<file path="config.mk">
export PLATFORM = sky130hd
export DESIGN_NAME = multi_road_traffic_ctrl
export DESIGN_NICKNAME = d
export VERILOG_FILES = /design/src/rtl/traffic_pkg.sv /design/src/rtl/tick_prescaler.sv /design/src/rtl/multi_road_traffic_ctrl.sv
export SDC_FILE = /design/constraint.sdc
export NUM_CORES = 1
export LEC_CHECK = 0
export CORE_MARGIN = 2
export CORE_UTILIZATION = 50
export DETAILED_ROUTE_END_ITERATION = 7
export GPL_ROUTABILITY_DRIVEN = 0
export PLACE_DENSITY = 0.69
export SYNTH_ARGS = -nofsm -noshare
export SYNTH_HDL_FRONTEND = slang
export SYNTH_SLANG_ARGS = --single-unit
</file>
<file path="constraint.sdc">
create_clock -name clk -period 2.7 [get_ports clk]
set_clock_uncertainty 0.1 [all_clocks]
set_input_delay 0.54 -clock clk [delete_from_list [all_inputs] [get_ports clk]]
set_output_delay 0.54 -clock clk [all_outputs]
set_load 0.05 [all_outputs]
</file>
<file path="src/rtl/traffic_pkg.sv">
`default_nettype none
// +----------------------------------------------------------------------+
// | traffic_pkg                                                          |
// | Lamp encodings and controller state enum shared by the traffic RTL.  |
// | Rev 1.0  initial release                                             |
// +----------------------------------------------------------------------+
package traffic_pkg;

  localparam logic [2:0] LIGHT_RED    = 3'b100;
  localparam logic [2:0] LIGHT_YELLOW = 3'b010;
  localparam logic [2:0] LIGHT_GREEN  = 3'b001;
  localparam logic [2:0] LIGHT_OFF    = 3'b000;

  typedef enum logic [1:0] {
    ST_GREEN   = 2'd0,
    ST_YELLOW  = 2'd1,
`ifdef TRAFFIC_FLASH_EN
    ST_FLASH   = 2'd3,
`endif
    ST_ALL_RED = 2'd2
  } state_t;

endpackage
`default_nettype wire

</file>
<file path="src/rtl/tick_prescaler.sv">
`default_nettype none
// +----------------------------------------------------------------------+
// | tick_prescaler                                                       |
// | One-cycle tick every CLK_FREQ clocks; clear restarts the period.     |
// | Rev 1.0  initial release                                             |
// +----------------------------------------------------------------------+
module tick_prescaler #(
  parameter int CLK_FREQ = 50000
) (
  input  logic clk,
  input  logic rst_n,
  input  logic clear,
  output logic tick
);

  localparam int CW = (CLK_FREQ > 1) ? $clog2(CLK_FREQ) : 1;
  localparam logic [CW-1:0] c_last = CW'(CLK_FREQ - 1);

  logic [CW-1:0] r_cnt;

  always_ff @(posedge clk or negedge rst_n) begin
    if (!rst_n) begin
      r_cnt <= '0;
    end else if (clear || r_cnt == c_last) begin
      r_cnt <= '0;
    end else begin
      r_cnt <= r_cnt + 1'b1;
    end
  end

  assign tick = (r_cnt == c_last);

endmodule
`default_nettype wire

</file>
<file path="src/rtl/multi_road_traffic_ctrl.sv">
`default_nettype none
// +----------------------------------------------------------------------+
// | multi_road_traffic_ctrl                                              |
// | Round-robin traffic light controller, road 0 is the main road.       |
// | Optional flashing mode: define TRAFFIC_FLASH_EN.                     |
// | Rev 1.0  initial release                                             |
// +----------------------------------------------------------------------+
module multi_road_traffic_ctrl
  import traffic_pkg::*;
#(
  parameter int NUM_ROADS       = 2,
  parameter int CLK_FREQ        = 50000,
  parameter int GREEN_TIMEOUT   = 20,
  parameter int MIN_GREEN       = 5,
  parameter int YELLOW_TIMEOUT  = 10,
  parameter int ALL_RED_TIMEOUT = 2
) (
  input  logic                         clk,
  input  logic                         rst_n,
  input  logic [NUM_ROADS-1:0]         sensor,
`ifdef TRAFFIC_FLASH_EN
  input  logic                         flash_req,
`endif
  output logic [3*NUM_ROADS-1:0]       lights,
  output logic [$clog2(NUM_ROADS)-1:0] active_road
);

  localparam int RW   = $clog2(NUM_ROADS);
  localparam int TMAX = (GREEN_TIMEOUT > YELLOW_TIMEOUT)
                        ? ((GREEN_TIMEOUT > ALL_RED_TIMEOUT) ? GREEN_TIMEOUT : ALL_RED_TIMEOUT)
                        : ((YELLOW_TIMEOUT > ALL_RED_TIMEOUT) ? YELLOW_TIMEOUT : ALL_RED_TIMEOUT);
  localparam int TW   = $clog2(TMAX + 2);

  localparam logic [TW-1:0] c_tmax     = TW'(TMAX);
  localparam logic [TW-1:0] c_green_to = TW'(GREEN_TIMEOUT);
  localparam logic [TW-1:0] c_min_grn  = TW'(MIN_GREEN);
  localparam logic [TW-1:0] c_yel_to   = TW'(YELLOW_TIMEOUT);
  localparam logic [TW-1:0] c_red_to   = TW'(ALL_RED_TIMEOUT);
  localparam logic [3*NUM_ROADS-1:0] c_lights_rst = {{(NUM_ROADS-1){LIGHT_RED}}, LIGHT_GREEN};

  if (NUM_ROADS < 2 || NUM_ROADS > 8 || MIN_GREEN < 1 || MIN_GREEN > GREEN_TIMEOUT ||
      YELLOW_TIMEOUT < 1 || ALL_RED_TIMEOUT < 1 || CLK_FREQ < 1) begin : g_bad_params
    $error("multi_road_traffic_ctrl: illegal parameter set");
  end

  state_t                 r_state, w_state_nxt;
  logic [RW-1:0]          r_road, w_road_nxt, w_scan_road;
  logic [NUM_ROADS-1:0]   r_req, w_req_nxt, w_green_mask, w_clr_mask;
  logic [TW-1:0]          r_ticks, w_elapsed;
  logic [3*NUM_ROADS-1:0] r_lights, w_lights_nxt;
  logic                   w_enter, w_tick;
  int                     w_best_dist, w_dist;
`ifdef TRAFFIC_FLASH_EN
  logic r_flash_on, w_flash_nxt, r_after_flash, w_after_flash_nxt;
`endif

  tick_prescaler #(.CLK_FREQ(CLK_FREQ)) u_prescaler (
    .clk   (clk),
    .rst_n (rst_n),
    .clear (w_enter),
    .tick  (w_tick)
  );

  always_comb begin
    w_elapsed   = r_ticks + 1'b1;
    w_state_nxt = r_state;
    w_road_nxt  = r_road;
    w_enter     = 1'b0;
`ifdef TRAFFIC_FLASH_EN
    w_flash_nxt       = r_flash_on;
    w_after_flash_nxt = r_after_flash;
`endif
    // Nearest pending road after the active one; the active road itself is last.
    w_scan_road = '0;
    w_best_dist = NUM_ROADS + 1;
    w_dist      = 0;
    for (int k = 0; k < NUM_ROADS; k++) begin
      w_dist = (k > int'(r_road)) ? (k - int'(r_road)) : (k + NUM_ROADS - int'(r_road));
      if (r_req[k] && w_dist < w_best_dist) begin
        w_best_dist = w_dist;
        w_scan_road = RW'(k);
      end
    end

    case (r_state)
      ST_GREEN: begin
        if (w_tick) begin
          if (r_road == '0) begin
            if (w_elapsed >= c_green_to && |r_req) begin
              w_state_nxt = ST_YELLOW;
              w_enter     = 1'b1;
            end
          end else if (w_elapsed >= c_green_to ||
                       (w_elapsed >= c_min_grn && !sensor[r_road])) begin
            w_state_nxt = ST_YELLOW;
            w_enter     = 1'b1;
          end
        end
      end
      ST_YELLOW: begin
        if (w_tick && w_elapsed >= c_yel_to) begin
          w_state_nxt = ST_ALL_RED;
          w_enter     = 1'b1;
        end
      end
      ST_ALL_RED: begin
        if (w_tick && w_elapsed >= c_red_to) begin
          w_enter = 1'b1;
`ifdef TRAFFIC_FLASH_EN
          if (flash_req) begin
            w_state_nxt = ST_FLASH;
            w_road_nxt  = '0;
            w_flash_nxt = 1'b1;
          end else begin
            w_state_nxt       = ST_GREEN;
            w_road_nxt        = r_after_flash ? '0 : w_scan_road;
            w_after_flash_nxt = 1'b0;
          end
`else
          w_state_nxt = ST_GREEN;
          w_road_nxt  = w_scan_road;
`endif
        end
      end
`ifdef TRAFFIC_FLASH_EN
      ST_FLASH: begin
        if (w_tick) begin
          if (!flash_req) begin
            w_state_nxt       = ST_ALL_RED;
            w_enter           = 1'b1;
            w_after_flash_nxt = 1'b1;
          end else begin
            w_flash_nxt = ~r_flash_on;
          end
        end
      end
`endif
      default: begin
        w_state_nxt = ST_GREEN;
        w_road_nxt  = '0;
        w_enter     = 1'b1;
      end
    endcase

    // The road being served never latches its own sensor while green.
    w_green_mask = (r_state == ST_GREEN) ? (NUM_ROADS'(1) << r_road) : '0;
    w_clr_mask   = (w_enter && w_state_nxt == ST_GREEN) ? (NUM_ROADS'(1) << w_road_nxt) : '0;
    w_req_nxt    = (r_req | (sensor & ~w_green_mask)) & ~w_clr_mask;
    w_req_nxt[0] = 1'b0;
  end

  always_comb begin
    w_lights_nxt = '0;
    for (int k = 0; k < NUM_ROADS; k++) begin
      w_lights_nxt[3*k +: 3] = LIGHT_RED;
      if (w_road_nxt == RW'(k)) begin
        if (w_state_nxt == ST_GREEN) begin
          w_lights_nxt[3*k +: 3] = LIGHT_GREEN;
        end else if (w_state_nxt == ST_YELLOW) begin
          w_lights_nxt[3*k +: 3] = LIGHT_YELLOW;
        end
      end
`ifdef TRAFFIC_FLASH_EN
      if (w_state_nxt == ST_FLASH) begin
        w_lights_nxt[3*k +: 3] = !w_flash_nxt ? LIGHT_OFF : ((k == 0) ? LIGHT_YELLOW : LIGHT_RED);
      end
`endif
    end
  end

  always_ff @(posedge clk or negedge rst_n) begin
    if (!rst_n) begin
      r_state  <= ST_GREEN;
      r_road   <= '0;
      r_req    <= '0;
      r_ticks  <= '0;
      r_lights <= c_lights_rst;
`ifdef TRAFFIC_FLASH_EN
      r_flash_on    <= 1'b0;
      r_after_flash <= 1'b0;
`endif
    end else begin
      r_state  <= w_state_nxt;
      r_road   <= w_road_nxt;
      r_req    <= w_req_nxt;
      r_lights <= w_lights_nxt;
      if (w_enter) begin
        r_ticks <= '0;
      end else if (w_tick && r_ticks != c_tmax) begin
        r_ticks <= r_ticks + 1'b1;
      end
`ifdef TRAFFIC_FLASH_EN
      r_flash_on    <= w_flash_nxt;
      r_after_flash <= w_after_flash_nxt;
`endif
    end
  end

  assign lights      = r_lights;
  assign active_road = r_road;

endmodule
`default_nettype wire

</file>
==> results.toml <==
[cts]
clock-sinks = 31
cts-hold-fix-buffers = 0
post_cts_buffers = 0
clockRootBuffer = "clkbuf_8"
clkTransAtPathRegs_ps = 60
cts-resized-gates = 0
cts_tree = "done"
cts_max_level = 2
cts_buffer_depth = 2
numCtsBuffers = 5
clk_latency_ps = 280

[global_routing]
overflow = 0
grt_start_max_net_pins = 32
grt_pass1_vias = 1333
gr-usage-all-layers_pct = 18.0
grt_pass1_wl_um = 5810
antenna_found_initial = 0

[cells_and_area]
nFillCells = 292
layout.cells.non_filler = 234
diodes = 0
area_growth_pct = 10.6
final_cell_mix = "29 x dfrtp_1, 23 x nor2_1, 14 x nand3_1"
layout_commonest_cell = "dfrtp_1"
nNetsFinal = 192
drive_gt1_share_pct = 15.6

[timing]
max_freq_ghz = 0.429
hold_violations = 0
setup_tns_ps = 0
tightest_slew_ps = 735
fin_crit_ps = 2330
maxSlewViolCount = 0
setup_viol = 0
fin_crit_sh_pct = 86.3
relSlewSlack_pct = 50.6
rsz0062_at_grt = "false"

[setup_path]
cp_slowest_cell = "clkdlybuf4s50_1"
required_ps = 2060
max_stage_delay_ps = 870
worst_setup_path_start_kind = "flop"
crit_type = "flop to output port"
crit_buf_inv = 1
crit_chain = "clkdlybuf4s50_1"
critPathCaptureType = "output port"
path_delay_family = "buffers and inverters"
crit_fanout = 8
cp.arrival_ps = 1690

[job]
drv_cap = 0

[logic_synthesis]
synthArstFlopShare_pct = 100
synthCells = 176
synth.top_cell.area_share_pct = 39.3
syn-cell-area_mm2 = 0.00185
synth_fp_nets = 183
yosys_register_bits = 31
yosysTopAreaCell = "dfrtp_1"
synth-edff-count = 0
synth.distinct_cells = 49
syn_avg_cell_area_um2 = 10.5
yosys_warnings = 0
synth_ff_type = "dfrtp_1"
ys_seq_area_share_pct = 42.1
ys_top_cells_by_area = "dfrtp_1 39%, xnor2_1 5.2%, xor2_1 4.7%"

[power]
p_per_area_mw_per_mm2 = 460
p_leak_nw = 0.852
irDropWorstVdd_mv = 0.301

[floorplan]
die_w_um = 64.8
dieArea_mm2 = 0.00420
initial_core_util_pct = 51.2
fp.dieH_um = 64.8
ios = 11
core_mm2 = 0.00361
rows = 22

[place]
io_buffers = 10
place_hpwl_um = 2340
numPlacedInstances = 226

[routing]
ant_nets = 0
drt_iter0_drc = 105
detail_route.wl_per_cell_um = 14.0
drcViolationCount = 0
wl_um = 3280
vias = 1330
vias_per_cell = 5.68
drt_pass1_iterations = 4

[run_status]
status = "complete, no violations"

[min_path]
hold_class = "flop to flop"
-- through the flow --
stage          area, um^2  worst slack [ps]  power (mW)  hold WS, ps  utilization [%]
6_report             2040               369       0.940          386             56.6
5_1_grt              2040               234       0.978          403             56.6
4_1_cts              2040               356       0.953          395             56.6
3_5_place_dp         1920               390       0.489          368             53.4
3_3_place_gp         1920               490       0.489          345             53.4
2_1_floorplan        1850               608       0.474          144                -
-- flip-flops by register name (all words and copies together) (netlist names) --
signal and flops:
r_state 2, lights 6, active_road 1, u_prescaler.r_cnt 16, r_ticks 5, r_req 1
-- cells by family (layout without fill, tap and decap cells) --
| family | Yosys count | count (layout) | synth area share [%] |
|---|---|---|---|
| adder cells (fa/ha/maj) | 3 | 3 | 2.03 |
| AND/OR/NAND/NOR | 71 | 71 | 20.7 |
| buffers and inverters | 18 | 28 | 6.91 |
| AO/OA/AOI/OAI | 30 | 30 | 17.2 |
| XOR/XNOR | 21 | 21 | 9.96 |
| multiplexers | 2 | 2 | 1.08 |
| flip-flops | 31 | 31 | 42.1 |
-- path summary, 6_finish.rpt --
path / from / endpoint / slack [ps] / cells after the start
worst max-delay path: active_road$_DFF_PN0_ / active_road / 370 / 1
worst min-delay path: u_prescaler.r_cnt[0]$_DFF_PN0_ / u_prescaler.r_cnt[0]$_DFF_PN0_ / 390 / 1
worst max register to register: r_ticks[0]$_DFFE_PN0P_ / r_ticks[0]$_DFFE_PN0P_ / 380 / 7
worst min register to register: u_prescaler.r_cnt[0]$_DFF_PN0_ / u_prescaler.r_cnt[0]$_DFF_PN0_ / 390 / 1
max in group asynchronous: rst_n / lights[5]$_DFF_PN1_ / 1630 / 2
min in group asynchronous: rst_n / u_prescaler.r_cnt[15]$_DFF_PN0_ / 550 / 2
-- synthesized netlist by cell type (2+ instances only) --
cell type  instances
o21ai_0            3
o21ai_2            2
nor4b_2            2
nand4b_1           2
nor2_1            23
inv_1              8
mux2i_1            2
clkbuf_1           2
a211oi_1           4
a2111oi_4          2
and3_1             6
buf_6              4
dfrtp_1           29
nand3_1           14
dfstp_2            2
xor2_1            10
a21oi_1            4
and2_1             2
o22ai_1            2
nand2_1            7
nor3_1             6
xnor2_1           11
ha_1               3
-- power breakdown --
group	internal (mW)	switching, mW
Sequential	0.465	0.0000000000000000653
Combinational	0.00504	0.00998
Clock	0.298	0.162
-- routing by layer --
metal | routed length (um) | global-route usage, % | part of all wire [%]
met1 | 1440 | 22.3 | 44
met2 | 1670 | 30.0 | 51
met3 | 133 | 4.86 | 4.1
met4 | 34 | 6.38 | 1.0
met5 | 0 | 0 | 0
-- area by class of cell --
cell class / count / area [um^2] / area share (%)
Multi-Input combinational cell: 127 / 941 / 46.1
Sequential cell: 31 / 778 / 38.1
Timing Repair Buffer: 12 / 115 / 5.64
Clock buffer: 6 / 82.6 / 4.04
Tap cell: 48 / 60.1 / 2.94
Clock inverter: 2 / 35.0 / 1.72
Inverter: 8 / 30.0 / 1.47
(Power assumes the default switching activity.)
